<file path="src/rtl/add_one_stream_bridge.sv">
// Avalon-MM bridge that queues 64-bit operands for the add_one HLS component and buffers its results.
// Define ADD_ONE_BRIDGE_CHECK_EN to build the shadow FIFO that checks every result against operand+1.

module add_one_stream_fifo #(
  parameter int DEPTH = 8,
  parameter int W     = 64
) (
  input  logic                   clk_i,
  input  logic                   rst_ni,
  input  logic                   push_i,
  input  logic                   pop_i,
  input  logic                   flush_i,
  input  logic [W-1:0]           data_i,
  output logic [W-1:0]           head_o,
  output logic [$clog2(DEPTH):0] level_o
);
  localparam int AW = $clog2(DEPTH);

  logic [W-1:0]  mem_q [DEPTH];
  logic [AW-1:0] wptr_q, wptr_d, rptr_q, rptr_d;
  logic [AW:0]   level_q, level_d;
  logic          isFull, isEmpty, doPush, doPop;

  assign isFull  = (level_q == (AW+1)'(DEPTH));
  assign isEmpty = (level_q == '0);
  assign head_o  = mem_q[rptr_q];
  assign level_o = level_q;

  // Full/empty are judged on the start-of-cycle level, so a same-cycle pop never frees room for a push.
  always_comb begin
    doPush  = push_i && !isFull && !flush_i;
    doPop   = pop_i && !isEmpty && !flush_i;
    wptr_d  = wptr_q + AW'(doPush);
    rptr_d  = rptr_q + AW'(doPop);
    level_d = level_q + (AW+1)'(doPush) - (AW+1)'(doPop);
    if (flush_i) begin
      wptr_d  = '0;
      rptr_d  = '0;
      level_d = '0;
    end
  end

  always_ff @(posedge clk_i or negedge rst_ni) begin
    if (!rst_ni) begin
      wptr_q  <= '0;
      rptr_q  <= '0;
      level_q <= '0;
    end else begin
      wptr_q  <= wptr_d;
      rptr_q  <= rptr_d;
      level_q <= level_d;
    end
  end

  always_ff @(posedge clk_i) begin
    if (doPush) mem_q[wptr_q] <= data_i;
  end
endmodule

module add_one_stream_bridge #(
  parameter int FIFO_DEPTH = 8,
  parameter int CNT_W      = 16
) (
  input  logic        clk_clk,
  input  logic        reset_reset_n,
  input  logic [2:0]  avs_address,
  input  logic        avs_write,
  input  logic [31:0] avs_writedata,
  input  logic        avs_read,
  output logic [31:0] avs_readdata,
  output logic [63:0] add_one_in_data,
  output logic        add_one_call_valid,
  input  logic        add_one_call_stall,
  input  logic [63:0] add_one_out_data,
  input  logic        add_one_return_valid,
  output logic        add_one_return_stall
);
  localparam int LW = $clog2(FIFO_DEPTH) + 1;

  logic             wrLo, wrHi, wrCtrl, rdHi, flush, clrSticky, callFire, retFire;
  logic             inFull, inEmpty, outFull, outEmpty, shadowOk, chkSticky;
  logic [LW-1:0]    inLevel, outLevel;
  logic [63:0]      outHead;
  logic [31:0]      stage_q, stage_d, readdata_q, readdata_d, rdMux, chkCount;
  logic             ovf_q, ovf_d, unf_q, unf_d;
  logic [CNT_W-1:0] issued_q, issued_d, returned_q, returned_d;

  assign wrLo      = avs_write && (avs_address == 3'd0);
  assign wrHi      = avs_write && (avs_address == 3'd1);
  assign wrCtrl    = avs_write && (avs_address == 3'd4);
  assign rdHi      = avs_read  && (avs_address == 3'd3);
  assign flush     = wrCtrl && avs_writedata[1];
  assign clrSticky = wrCtrl && avs_writedata[0];

  assign inFull   = (inLevel == LW'(FIFO_DEPTH));
  assign inEmpty  = (inLevel == '0);
  assign outFull  = (outLevel == LW'(FIFO_DEPTH));
  assign outEmpty = (outLevel == '0);

  assign add_one_call_valid   = !inEmpty && shadowOk;
  assign add_one_return_stall = outFull;
  assign callFire             = add_one_call_valid && !add_one_call_stall;
  assign retFire              = add_one_return_valid && !add_one_return_stall;
  assign avs_readdata         = readdata_q;

  add_one_stream_fifo #(.DEPTH(FIFO_DEPTH), .W(64)) uInFifo (
    .clk_i   (clk_clk),
    .rst_ni  (reset_reset_n),
    .push_i  (wrHi),
    .pop_i   (callFire),
    .flush_i (flush),
    .data_i  ({avs_writedata, stage_q}),
    .head_o  (add_one_in_data),
    .level_o (inLevel)
  );

  add_one_stream_fifo #(.DEPTH(FIFO_DEPTH), .W(64)) uOutFifo (
    .clk_i   (clk_clk),
    .rst_ni  (reset_reset_n),
    .push_i  (retFire),
    .pop_i   (rdHi),
    .flush_i (flush),
    .data_i  (add_one_out_data),
    .head_o  (outHead),
    .level_o (outLevel)
  );

`ifdef ADD_ONE_BRIDGE_CHECK_EN
  logic [63:0]   shadowHead;
  logic [LW-1:0] shadowLevel;
  logic          shadowEmpty, chkEvent, misSticky_q, misSticky_d;
  logic [31:0]   mis_q, mis_d;

  add_one_stream_fifo #(.DEPTH(FIFO_DEPTH), .W(64)) uShadowFifo (
    .clk_i   (clk_clk),
    .rst_ni  (reset_reset_n),
    .push_i  (callFire),
    .pop_i   (retFire),
    .flush_i (flush),
    .data_i  (add_one_in_data),
    .head_o  (shadowHead),
    .level_o (shadowLevel)
  );

  assign shadowOk    = (shadowLevel != LW'(FIFO_DEPTH));
  assign shadowEmpty = (shadowLevel == '0);
  assign chkEvent    = retFire && !shadowEmpty && (add_one_out_data != shadowHead + 64'd1);
  assign chkCount    = mis_q;
  assign chkSticky   = misSticky_q;

  // A new mismatch in the same cycle as a clear still counts, so the clear is applied first.
  always_comb begin
    mis_d       = clrSticky ? 32'd0 : mis_q;
    misSticky_d = (misSticky_q && !clrSticky) || chkEvent;
    if (chkEvent && (mis_d != 32'hFFFF_FFFF)) mis_d = mis_d + 32'd1;
  end

  always_ff @(posedge clk_clk or negedge reset_reset_n) begin
    if (!reset_reset_n) begin
      mis_q       <= '0;
      misSticky_q <= 1'b0;
    end else begin
      mis_q       <= mis_d;
      misSticky_q <= misSticky_d;
    end
  end
`else
  assign shadowOk  = 1'b1;
  assign chkCount  = '0;
  assign chkSticky = 1'b0;
`endif

  always_comb begin
    rdMux = '0;
    case (avs_address)
      3'd2:    rdMux = outEmpty ? 32'd0 : outHead[31:0];
      3'd3:    rdMux = outEmpty ? 32'd0 : outHead[63:32];
      3'd4:    rdMux = {8'(outLevel), 8'(inLevel), 8'd0, chkSticky, (issued_q != returned_q),
                        unf_q, ovf_q, outEmpty, outFull, inEmpty, inFull};
      3'd5:    rdMux = {16'(returned_q), 16'(issued_q)};
      3'd6:    rdMux = chkCount;
      default: rdMux = '0;
    endcase
  end

  // Sticky sets win over a same-cycle clear; a flush zeroes the counters after any transfer counts.
  always_comb begin
    stage_d    = wrLo ? avs_writedata : stage_q;
    ovf_d      = (ovf_q && !clrSticky) || (wrHi && inFull);
    unf_d      = (unf_q && !clrSticky) || (rdHi && outEmpty);
    issued_d   = issued_q + CNT_W'(callFire);
    returned_d = returned_q + CNT_W'(retFire);
    if (flush) begin
      issued_d   = '0;
      returned_d = '0;
    end
    readdata_d = avs_read ? rdMux : readdata_q;
  end

  always_ff @(posedge clk_clk or negedge reset_reset_n) begin
    if (!reset_reset_n) begin
      stage_q    <= '0;
      ovf_q      <= 1'b0;
      unf_q      <= 1'b0;
      issued_q   <= '0;
      returned_q <= '0;
      readdata_q <= '0;
    end else begin
      stage_q    <= stage_d;
      ovf_q      <= ovf_d;
      unf_q      <= unf_d;
      issued_q   <= issued_d;
      returned_q <= returned_d;
      readdata_q <= readdata_d;
    end
  end
endmodule
</file>
<file path="config.mk">
export PLATFORM = sky130hd
export DESIGN_NAME = add_one_stream_bridge
export DESIGN_NICKNAME = d
export VERILOG_FILES = /design/src/rtl/add_one_stream_bridge.sv
export SDC_FILE = /design/constraint.sdc
export NUM_CORES = 1
export LEC_CHECK = 0
export ABC_AREA = 1
export BUFFER_PORTS_ARGS = -buffer_cell sky130_fd_sc_hd__buf_4
export CAP_MARGIN = 25
export CORE_MARGIN = 5
export CORE_UTILIZATION = 55
export DETAILED_ROUTE_END_ITERATION = 8
export PLACE_DENSITY_LB_ADDON = 0.05
export SYNTH_ARGS = -nofsm -noshare
export SYNTH_HDL_FRONTEND = slang
export SYNTH_SLANG_ARGS = --single-unit
</file>
<file path="constraint.sdc">
create_clock -name clk_clk -period 5.65 [get_ports clk_clk]
set_input_delay 1.13 -clock clk_clk [delete_from_list [all_inputs] [get_ports clk_clk]]
set_output_delay 1.13 -clock clk_clk [all_outputs]
set_load 0.05 [all_outputs]
</file>
==> summary.md <==
| Metric | Value |
|---|---|
| Setup Buffers After CTS | `0` |
| Root Buffer | `clkbuf_16` |
| Post-route insts no fill | `5285` |
| Dpl hpwl | `65.0 mm` |
| Die area | `0.0902 sq mm` |
| Slew Limit Fails | `0` |
| Worst r2r src | `uOutFifo.rptr_q[0]` |
| CTS tree | `done` |
| Post-synthesis async set-or-reset flop share | `0.103` |
| Gr usage total | `0.251` |
| Final Power | `27.6 mW` |
| Area Overhead vs Synth | `13.5%` |
| Syn Nets | `4076` |
| Post-route ant nets | `0` |
| Drt initial violations | `2478` |
| Post-CTS sizing | `0` |
| Worst Skew | `0.0240 ns` |
| Worst min path class | `primary input to async pin` |
| FF-to-FF End | `avs_readdata[26]` |
| Critical path peak fanout | `76` |
| Gp weighted congestion | `0.911` |
| Clock transition at path regs | `0.06 ns` |
| Num CTS Buffers | `115` |
| I/O Buffers | `202` |
| Vias per std cell | `5.57` |
| CP arrival | `3.48 ns` |
| Status | `finished, final reports clean` |
| Core Area | `0.0836 sq mm` |
| Placed Area | `0.0489 sq mm` |
| Fillcell total | `6482` |
| Leakage | `19.4 nW` |
| Total Neg Setup Slack | `0 ns` |
| Detailed-router iteration count before antenna repair | `5` |
| RSZ-0062 raised after global routing | `false` |
| Vias in the first global route | `28000` |
| Worst hold slack | `0.474 ns` |
| Most frequent cells in the layout | `edfxtp_1 (1024), nor2_1 (926), nand2_1 (582), o21ai_0 (437), buf_4 (244)` |
| #FFs+latches synth | `1142` |
| Final Core Density | `0.630` |
| Final-report setup violation count | `0` |
| Sequential cell area | `0.0337 sq mm` |
| FMAX | `217 MHz` |
| WL final | `115 mm` |
| Vias post-DR | `29500` |
| Row count | `106` |
| Count of cell types in the netlist | `38` |
| CTS Buffer Depth | `3` |
| First-pass GRT wire length | `172 mm` |
| Vert. Die Dim | `300 microns` |
| Pre-CTS WS | `1.74 ns` |
| CP max stage delay | `0.71 ns` |
| Pin count of the biggest net entering global routing | `161` |
| Ratio of cells with drive above 1 in the final layout | `0.119` |
| Fin crit period | `4.61 ns` |
| Critical path class | `register to output pin` |
| Period utilization | `0.816` |
| Dominant synthesized flop cell | `edfxtp_1` |
| Slowest-stage cell, CP | `inv_4` |
| Synth warn | `0` |
| Max-cap violations | `0` |
| CP Cell Sequence | `inv_4 > buf_4 > o21ai_0 > o22ai_1 > nor2_1 > a31oi_1 > buf_4` |
| CP Data Required Time | `4.52 ns` |
| H-tree depth | `3` |
| Worst-skew pair later-pin latency | `0.68 ns` |
| Die width | `300 microns` |
| Power per cell area | `524 mW/mm^2` |
| Crit end category | `output pin` |
| Area of the multi-input gates | `0.0111 sq mm` |
| Sequential-to-total area share from yosys stat | `0.727` |
| WL/cell | `21.8 microns` |
| Gr ovfl total | `0` |
| CTS Hold Buffers Added | `0` |
| Post-layout nets | `4225` |
| Worst R2R Path Depth | `10` |
| Avg Cell Area, Syn | `11.7 sq um` |
| Final hold vios | `0` |
| CP Buf/Inv Count | `3` |
| Synth Cell Area | `0.0463 sq mm` |
| Placed insts | `5061` |
| Headroom to the max-slew limit | `0.271` |
| Crit start category | `register` |
| Most frequent CP cell | `buf_4` |
| I/O pin cnt | `203` |
| Initial Utilization | `0.555` |
| Post-Synthesis Cells | `3949` |
| Design area | `0.0526 sq mm` |
| Most common cell after layout, fill and taps aside | `edfxtp_1` |
| EDFF count, synth | `1024` |
| Initial antenna violation count | `11` |
| Setup ws final | `1.04 ns` |
| CP top delay family | `buffers and inverters` |
| Drt drc | `0` |
| Worst Max-Slew Pin Slew | `1.09 ns` |
| Reg2reg setup slack | `2.43 ns` |
| Worst VDD drop | `391 uV` |
| Sink Count | `1142` |
==> Yosys cell counts (7+ instances only) <==
cell type	count	area, sq um
a31oi_1	65	407
edfxtp_1	1024	30700
o21ai_1	49	245
inv_1	140	526
ha_1	20	250
xor2_1	11	96.3
o21ai_0	437	2190
nor3_1	16	80.1
o22ai_1	75	469
buf_2	79	395
o211ai_1	32	240
a21oi_1	22	110
buf_6	7	78.8
buf_1	15	56.3
nand3_1	126	631
clkbuf_1	98	368
dfrtp_1	118	2950
nor2_1	941	3530
nand2_1	582	2180
buf_4	23	173
mux2_2	31	349
==> layout make-up <==
cell class | instances | area share
antenna | 8 | 0.000381
timing repair buffer | 259 | 0.0408
inverter | 147 | 0.0108
tap | 1080 | 0.0257
sequential | 1142 | 0.641
multi-input combinational | 2433 | 0.212
clock inverter | 69 | 0.0122
clock buffer | 147 | 0.0576
==> worst reg2reg max path: stages, from the launching register on <==
cell and delay, ns:
dfrtp_4 0.68, inv_6 0.73, buf_4 0.77, o21ai_0 0.17
nand2_1 0.09, nand2_1 0.05, nand2_1 0.19, nand3_1 0.14
nand3_1 0.13, nand2_1 0.13, nand2_1 0.10
==> sequential cells by signal, indices dropped and copies added, names as in the netlist, 3 cells and up <==
name / count
issued_q: 16
uOutFifo.rptr_q: 3
uInFifo.rptr_q: 3
uOutFifo.mem_q: 512
uOutFifo.level_o: 4
uOutFifo.wptr_q: 3
stage_q: 32
avs_readdata: 32
uInFifo.level_o: 4
uInFifo.wptr_q: 3
uInFifo.mem_q: 512
returned_q: 16
==> kinds of logic after synthesis <==
group,after synthesis,synth area share
AO/OA/AOI/OAI,687,0.0801
XOR/XNOR,13,0.00246
adder cells (fa/ha/maj),22,0.00626
buffers and inverters,374,0.0356
flip-flops,1142,0.727
multiplexers,31,0.00753
AND/OR/NAND/NOR,1680,0.141
==> where the power goes <==
group | switching [mW] | internal, mW | total (mW) | leakage [nW]
Sequential | 0.578 | 10.2 | 10.8 | 10.7
Combinational | 6.80 | 2.62 | 9.42 | 6.89
Clock | 3.11 | 4.24 | 7.35 | 1.80
Total | 10.5 | 17.1 | 27.6 | 19.4
==> worst max-delay path by stage <==
stage / from / endpoint / slack [ns] / cells past startpoint
final: uInFifo.rptr_q[1] / add_one_in_data[34] / 1.04 / 7
after global routing: uInFifo.rptr_q[0] / add_one_in_data[34] / 0.88 / 7
after CTS: uInFifo.rptr_q[1] / add_one_in_data[16] / 1.04 / 7
after detailed placement: uInFifo.rptr_q[1] / add_one_in_data[16] / 1.74 / 7
after global placement: uInFifo.rptr_q[1] / add_one_in_data[32] / 1.64 / 6
after floorplan: avs_address[1] / uOutFifo.mem_q[0][0] / 0.68 / 7
==> metal layers <==
metal	wire length, microns	GRT usage
met1	47600	0.337
met2	55600	0.411
met5	41	0.0114
met4	4770	0.102
met3	7420	0.0439
No activity file was read; power rests on OpenSTA's default activity.
